**src/rtl/ones_chksum_stream.sv**
```systemverilog
`default_nettype none
// ============================================================================
// Module   : ones_chksum_stream
// Purpose  : Streaming one's-complement (Internet) checksum engine. Accumulates
//            16-bit big-endian words from a byte stream of BYTES_PER_BEAT bytes
//            per beat, with odd lengths, partial last beats and a 16-bit seed
//            (pseudo-header sum). After the last beat, the accumulator is folded
//            twice and the result is presented for one cycle.
// Ports    : clk, rst      - clock, asynchronous active-high reset
//            inValid/inReady/inData/inKeep/inLast - input beat stream
//                            (byte0 in the MSBs, inKeep MSB = byte0)
//            seed          - initial sum, sampled on a packet's first beat
//            sumValid      - one-cycle result strobe
//            sum           - checksum to transmit (~folded sum)
//            sumOk         - folded sum == 0xFFFF (received data verifies)
//            protoErr      - one-cycle pulse: illegal inKeep on accepted beat
// Revision : 1.0 - initial release
// ============================================================================
module ones_chksum_stream #(
  parameter int BYTES_PER_BEAT = 1,
  parameter int ACC_W          = 32,
  parameter bit ZERO_AS_FFFF   = 1'b0
) (
  input  logic                        clk,
  input  logic                        rst,
  input  logic                        inValid,
  output logic                        inReady,
  input  logic [8*BYTES_PER_BEAT-1:0] inData,
  input  logic [BYTES_PER_BEAT-1:0]   inKeep,
  input  logic                        inLast,
  input  logic [15:0]                 seed,
  output logic                        sumValid,
  output logic [15:0]                 sum,
  output logic                        sumOk,
  output logic                        protoErr
);

  localparam int BPB = BYTES_PER_BEAT;

  typedef enum logic [1:0] {
    ACCUM = 2'd0,
    FOLD1 = 2'd1,
    FOLD2 = 2'd2
  } state_t;

  state_t           state;
  state_t           state_nxt;
  logic [ACC_W-1:0] acc;
  logic             phase;      // parity of kept-byte count so far in packet
  logic             first;      // next accepted beat starts a new packet
  logic             accept;
  logic [ACC_W-1:0] beat_sum;
  logic             phase_nxt;
  logic             keep_bad;
  logic [ACC_W-1:0] fold_w;
  logic [15:0]      folded16;
  logic [15:0]      csum;

  assign accept = inValid && inReady;

  // Per-beat contribution. Only kept bytes advance the byte position, so an
  // illegal (holey) inKeep still sums exactly the bytes that were enabled.
  always_comb begin
    beat_sum  = '0;
    phase_nxt = first ? 1'b0 : phase;
    for (int i = 0; i < BPB; i++) begin
      if (inKeep[BPB-1-i]) begin
        if (!phase_nxt)
          beat_sum = beat_sum + ACC_W'({inData[8*(BPB-i)-1 -: 8], 8'h00});
        else
          beat_sum = beat_sum + ACC_W'(inData[8*(BPB-i)-1 -: 8]);
        phase_nxt = ~phase_nxt;
      end
    end
  end

  // Non-last beats must be full; the last beat must be MSB-contiguous.
  always_comb begin
    keep_bad = 1'b0;
    if (!inLast) begin
      keep_bad = (inKeep != {BPB{1'b1}});
    end else begin
      for (int i = 0; i < BPB-1; i++) begin
        if (inKeep[i] && !inKeep[i+1])
          keep_bad = 1'b1;
      end
    end
  end

  // End-around carry fold. Two folds always bring a 32-bit sum into 16 bits;
  // the second fold result fits in 16 bits, so its low half is the folded sum.
  assign fold_w   = ACC_W'(acc[15:0]) + ACC_W'(acc[ACC_W-1:16]);
  assign folded16 = fold_w[15:0];

  always_comb begin
    csum = ~folded16;
    if (ZERO_AS_FFFF && (csum == 16'h0000))
      csum = 16'hFFFF;
  end

  // State register
  always_ff @(posedge clk or posedge rst) begin
    if (rst)
      state <= ACCUM;
    else
      state <= state_nxt;
  end

  // Next state and handshake
  always_comb begin
    state_nxt = state;
    inReady   = 1'b0;
    case (state)
      ACCUM: begin
        inReady = 1'b1;
        if (inValid && inLast)
          state_nxt = FOLD1;
      end
      FOLD1:   state_nxt = FOLD2;
      FOLD2:   state_nxt = ACCUM;
      default: state_nxt = ACCUM;
    endcase
  end

  // Datapath
  always_ff @(posedge clk or posedge rst) begin
    if (rst) begin
      acc      <= '0;
      phase    <= 1'b0;
      first    <= 1'b1;
      sumValid <= 1'b0;
      sum      <= 16'h0000;
      sumOk    <= 1'b0;
      protoErr <= 1'b0;
    end else begin
      sumValid <= 1'b0;
      protoErr <= accept && keep_bad;
      case (state)
        ACCUM: begin
          if (accept) begin
            acc   <= (first ? ACC_W'(seed) : acc) + beat_sum;
            phase <= phase_nxt;
            first <= 1'b0;
          end
        end
        FOLD1: begin
          acc <= fold_w;
        end
        FOLD2: begin
          sum      <= csum;
          sumOk    <= (folded16 == 16'hFFFF);
          sumValid <= 1'b1;
          acc      <= '0;
          phase    <= 1'b0;
          first    <= 1'b1;
        end
        default: ;
      endcase
    end
  end

endmodule
`default_nettype wire

```
**config.mk**
```make
export PLATFORM = sky130hd
export DESIGN_NAME = ones_chksum_stream
export DESIGN_NICKNAME = d
export VERILOG_FILES = /design/src/rtl/ones_chksum_stream.sv
export SDC_FILE = /design/constraint.sdc
export NUM_CORES = 1
export LEC_CHECK = 0
export ABC_AREA = 1
export BUFFER_PORTS_ARGS = -buffer_cell sky130_fd_sc_hd__buf_2
export CORE_ASPECT_RATIO = 2
export CORE_MARGIN = 3
export CORE_UTILIZATION = 34
export DETAILED_ROUTE_END_ITERATION = 10
export HOLD_SLACK_MARGIN = 0.08
export PLACE_DENSITY = 0.48
export SYNTH_ARGS = -nofsm -noshare
export SYNTH_HDL_FRONTEND = slang
export SYNTH_SLANG_ARGS = --single-unit
```
**constraint.sdc**
```tcl
create_clock -name clk -period 7.6 [get_ports clk]
set_input_delay 0.38 -clock clk [delete_from_list [all_inputs] [get_ports clk]]
set_output_delay 0.38 -clock clk [all_outputs]
set_load 0.005 [all_outputs]
```
Yosys cells after proc, flatten, opt, wreduce, memory -nomap -nowiden

Cells that the tools add are included.

Flip-flop bits (word level): 55
Input bits: 29
Output and inout bits: 20
Logic and storage cells: 42

$add $sub $neg: 2
Eq/ne operators: 5
Multiplexer cells: 16
Bitwise logic cells: 3
Reductions and logical operators: 8

Operator list:

| operator                                                               | number |
|---|---|
| 32-bit case mux with 3 select lines                                    | 1 |
| 32-bit 2-to-1 mux                                                      | 2 |
| 32-bit adder                                                           | 1 |
| 16-bit 2-to-1 mux                                                      | 2 |
| 16-bit by 16-bit adder with 17-bit output                              | 1 |
| 16-bit equality test (second input constant)                           | 1 |
| 16-bit NOT                                                             | 1 |
| 1-bit 2-to-1 mux                                                       | 7 |
| 2-bit != test (second input constant)                                  | 2 |
| 1-bit case mux with 2 select lines                                     | 2 |
| 2-bit case mux with 2 select lines                                     | 1 |
| 2-bit AND reduction                                                    | 2 |
| 1-bit logical AND                                                      | 3 |
| 3-bit nonzero test                                                     | 1 |
| 2-bit by 1-bit equality test with 1-bit output (second input constant) | 1 |
| 2-bit equality test (second input constant)                            | 1 |
| 2-bit zero test                                                        | 1 |
| 2-bit 2-to-1 mux                                                       | 1 |
| 1-bit NOT                                                              | 2 |
| 2-bit nonzero test                                                     | 1 |

Logic depth before layout (Yosys ltp)

Depth in word-level cells: 6
Mapped depth: 21
Mapped depth without buffers: 21

Least setup slack after synthesis

Ideal clock, no wire load.

Path kind: register to register
From: register first
To: register acc[26]
Arrival: 2,516 ps
Data required time: 7,483 ps
Slack: 4,966 ps
Stages on the path, launching flop included: 20
Period minus slack after synthesis: 2,634 ps
Cells stage by stage: dfstp_2 buf_6 clkbuf_1 nand2_1 o21ai_0 ha_1 inv_1 fa_1 inv_1 nand2_1 o21ai_1 nand2_1 nand2_1 nand2_1 nand2_1 nand2_1 nand2_1 nand3_1 nand3_1 nand2_1

Longest elaborated chain between the ends: 6

RTL lines:

| element                                 | line | text |
|---|---|---|
| from (decl)                             | 50   | `logic first;` |
| from (signal assigned)                  | 130  | `first <= 1'b1;` |
| from (signal assigned)                  | 143  | `first <= 1'b0;` |
| from (signal assigned)                  | 155  | `first <= 1'b1;` |
| 1-bit 2-to-1 mux                        | 65   | `phase_nxt = first ? 1'b0 : phase;` |
| 16-bit 2-to-1 mux                       | 68   | `if (!phase_nxt)` |
| 16-bit 2-to-1 mux                       | 67   | `if (inKeep[BPB-1-i]) begin` |
| 32-bit adder (*)                        | 141  | `acc <= (first ? ACC_W'(seed) : acc) + beat_sum;` |
| 32-bit 2-to-1 mux (*)                   | 140  | `if (accept) begin` |
| 32-bit case mux with 3 select lines (*) | 138  | `case (state)` |
| to (signal assigned)                    | 141  |  |
| to (signal assigned)                    | 147  | `acc <= fold_w;` |
| to (decl)                               | 48   | `logic [ACC_W-1:0] acc;` |

Mark *: on every way between the ends. The rest lies on a longest branch, timed or not. The select of a mux whose other input is x is not followed.
A chain may end at the register's enable or synchronous reset.

Worst setup path after layout

From: register first
To: register acc[14]

Same word-level chain as after synthesis.

==> metrics.md <==
| Metric | Value |
|---|---|
| Placed inst area | `0.00559 mm^2` |
| Gpl congestion | `0.990` |
| Worst VDD drop | `115 uV` |
| Overall Global Routing Usage | `0.238` |
| LEAKAGE | `3.23 nW` |
| Fin. Hold Viols | `0` |
| Pre-CTS WS | `4.23 ns` |
| Design Power | `1.87 mW` |
| CTS Buf Count | `5` |
| Avg WL per Cell | `approximately 18 um` |
| Setup_tns | `0 ns` |
| Final ANT Viol Nets | `0` |
| Pin count of the biggest net entering global routing | `56` |
| Max Buffers Root-to-Sink | `2` |
| Hold-fix buffers, CTS | `0` |
| Relative slew margins | `0.385` |
| Total power per unit cell area | `324 mW/mm^2` |
| Die Ht | `approximately 180 um` |
| Slew at the pin with the worst max-slew slack | `~0.92 ns` |
| Resize count post-CTS | `0` |
| DP Cell Count | `around 1100` |
| Total grt overflow | `0` |
| Pins Over Slew Limit | `0` |
| Post-synthesis sequential area ratio | `0.268` |
| Most common cell after layout, fill and taps aside | `nand2_1` |
| Post-route core utilization | `0.388` |
| Later-pin clock latency in the skew report | `roughly 0.31 ns` |
| Sw Share | `0.523` |
| Most common cell on crit path | `nand2_1` |
| Achievable Freq | `291 MHz` |
| Core Region | `0.0148 mm^2` |
| Root Buffer | `clkbuf_16` |
| Primary FF master, synth | `dfrtp_1` |
| Non-filler instance count after layout | `between 1000 and 1500` |
| Flip-flop and latch count after synthesis | `55` |
| Min-delay worst type | `in -> reg` |
| Detailed-route wire length | `19400 um` |
| Comb power frac | `0.582` |
| Cell count after synthesis | `853` |
| CP cell instances | `nor2_1 > inv_1 > nor2_1 > clkinv_1 > nor2_1 > ha_1 > inv_1 > fa_1 > inv_1 > nand2_1 > o21ai_1 > nand2_1 > nand2_1 > nand2_1 > nand2_1 > nand2_1 > nand3_1 > nand2_1 > nand2_1 > nand2_1` |
| Synthesized Nets | `919` |
| Clk_skew | `roughly 0.0096 ns` |
| Post-synth EDFFs | `0` |
| RSZ-0062 raised after global routing | `false` |
| Share of cells above drive strength 1 | `0.0880` |
| Clock power share | `0.150` |
| Pre-antenna DRT Iters | `6` |
| # clock sinks | `55` |
| Row Count | `63` |
| Data required, critical path | `between 7 and 8 ns` |
| Iter 0 DRT Violations | `343` |
| Critical path launch point type | `register` |
| P_int | `0.890 mW` |
| Asr flop ratio synth | `1.00` |
| Post-DP HPWL | `16100 um` |
| Remaining DRCs | `0` |
| Initial antenna violation count | `0` |
| Synthesized area | `0.00515 mm^2` |
| Number of global-route vias before repair | `5630` |
| Synth cell types | `42` |
| Worst path max stage delay | `0.56 ns` |
| H-tree Lvls | `2` |
| Min Tclk post-route | `~3.4 ns` |
| WP data arrival | `3.63 ns` |
| Hold Slack | `0.242 ns` |
| Area Overhead vs Synth | `11.8%` |
| Initial Utilization | `0.347` |
| CP max FO | `28` |
| P_sw | `0.977 mW` |
| IO Port Bufs | `48` |
| Global-route wire length before repair | `30000 um` |
| Vias | `~5600` |
| Reg power frac | `0.268` |
| DR vias/cell | `5.10` |
| Syn avg cell area | `6.03 um^2` |
| Diodes inserted | `0` |
| Outcome | `complete, no violations` |
| Net count, final | `963` |
| Fin crit share | `0.452` |
| Clk pin slew, worst setup/hold paths | `0.08 ns` |
| Final WS setup | `between 4 and 5 ns` |
| Crit-path slowest cell | `dfstp_2` |
| YS warnings | `0` |
| Final setup vio count | `0` |
| Finished layout cell area | `approximately 0.0058 mm^2` |
| Die X | `93.0 um` |
| Setup CP Type | `reg -> reg` |
| Postcts setup bufs | `0` |
| Crit path capture type | `register` |
| Max-cap violations | `0` |
| Most frequent cells in the layout | `nand2_1 (328), inv_1 (111), nor2_1 (87), nand3_1 (72), dfrtp_1 (54)` |
| TritonCTS clock tree | `yes` |
| Die ar. | `0.0167 mm^2` |
| # IOs | `49` |
flip-flops by register name, indices dropped and copies added (netlist names):
name / flops
protoErr: 1
sumValid: 1
sum: 16
acc: 32
state: 2
phase: 1
first: 1
sumOk: 1
path summary, 6_finish.rpt:
kind,endpoint,start,slack [ns],depth (start not counted)
max,acc[14],first,4.17,20
min,protoErr,inLast,0.24,2
max reg2reg,acc[14],first,4.17,20
min reg2reg,sum[1],sum[1],0.48,1
max in group asynchronous,acc[9],rst,6.81,3
min in group asynchronous,acc[17],rst,0.27,3
final cells by class:
class	instances	area (um^2)
clock inverters	3	46.3
flip-flops and latches	55	1380
repair buffers	52	270
well taps	195	244
inverters	116	440
clock buffers	5	125
fillers	1677	9060
multi-input cells	667	3250
logic make-up (layout without fill, tap and decap cells):
kind of cell	after synthesis	in the layout	synth area share
compound gates	99	99	0.102
xor+xnor	3	3	0.00511
fa+ha+maj	37	37	0.0929
buf+inv	131	176	0.100
flops	55	55	0.268
simple gates	528	528	0.432
critical path, delay by kind of cell, from the launching register on:
family | cells | cell delay (ns)
AND/OR/NAND/NOR | 13 | 1.48
AO/OA/AOI/OAI | 1 | 0.30
flip-flops | 1 | 0.56
adder cells (fa/ha/maj) | 2 | 0.55
buffers and inverters | 4 | 0.41
power by group through the flow:
stage | sequential (mW) | clock (mW) | combinational (mW)
6_report | 0.500 | 0.280 | 1.09
5_1_grt | 0.513 | 0.296 | 1.22
4_1_cts | 0.503 | 0.290 | 1.10
3_5_place_dp | 0.508 | 0 | 1.09
3_3_place_gp | 0.504 | 0 | 1.09
2_1_floorplan | 0.455 | 0 | 0.750
synth_stat cells (all sizes together) (3+ instances only):
master / n / area [um^2]
ha: 35 / 438
a21oi: 43 / 219
a31oi: 9 / 56.3
nor2: 93 / 374
nand4: 5 / 31.3
o21ai: 42 / 210
dfrtp: 54 / 1350
inv: 114 / 433
nand3: 72 / 360
and2: 3 / 20.0
buf: 3 / 31.3
nand2: 331 / 1260
clkbuf: 12 / 45.0
nand3b: 12 / 103
nor3: 8 / 50.1
layer usage:
layer | global-route usage | vias up | share of wire
li1 | - | 2787 | -
met1 | 0.233 | 2583 | 0.35
met2 | 0.452 | 139 | 0.54
met3 | 0.0184 | 61 | 0.027
met4 | 0.171 | 0 | 0.084
met5 | 0 | - | 0
Note: power is estimated with default switching activity, not from simulation.
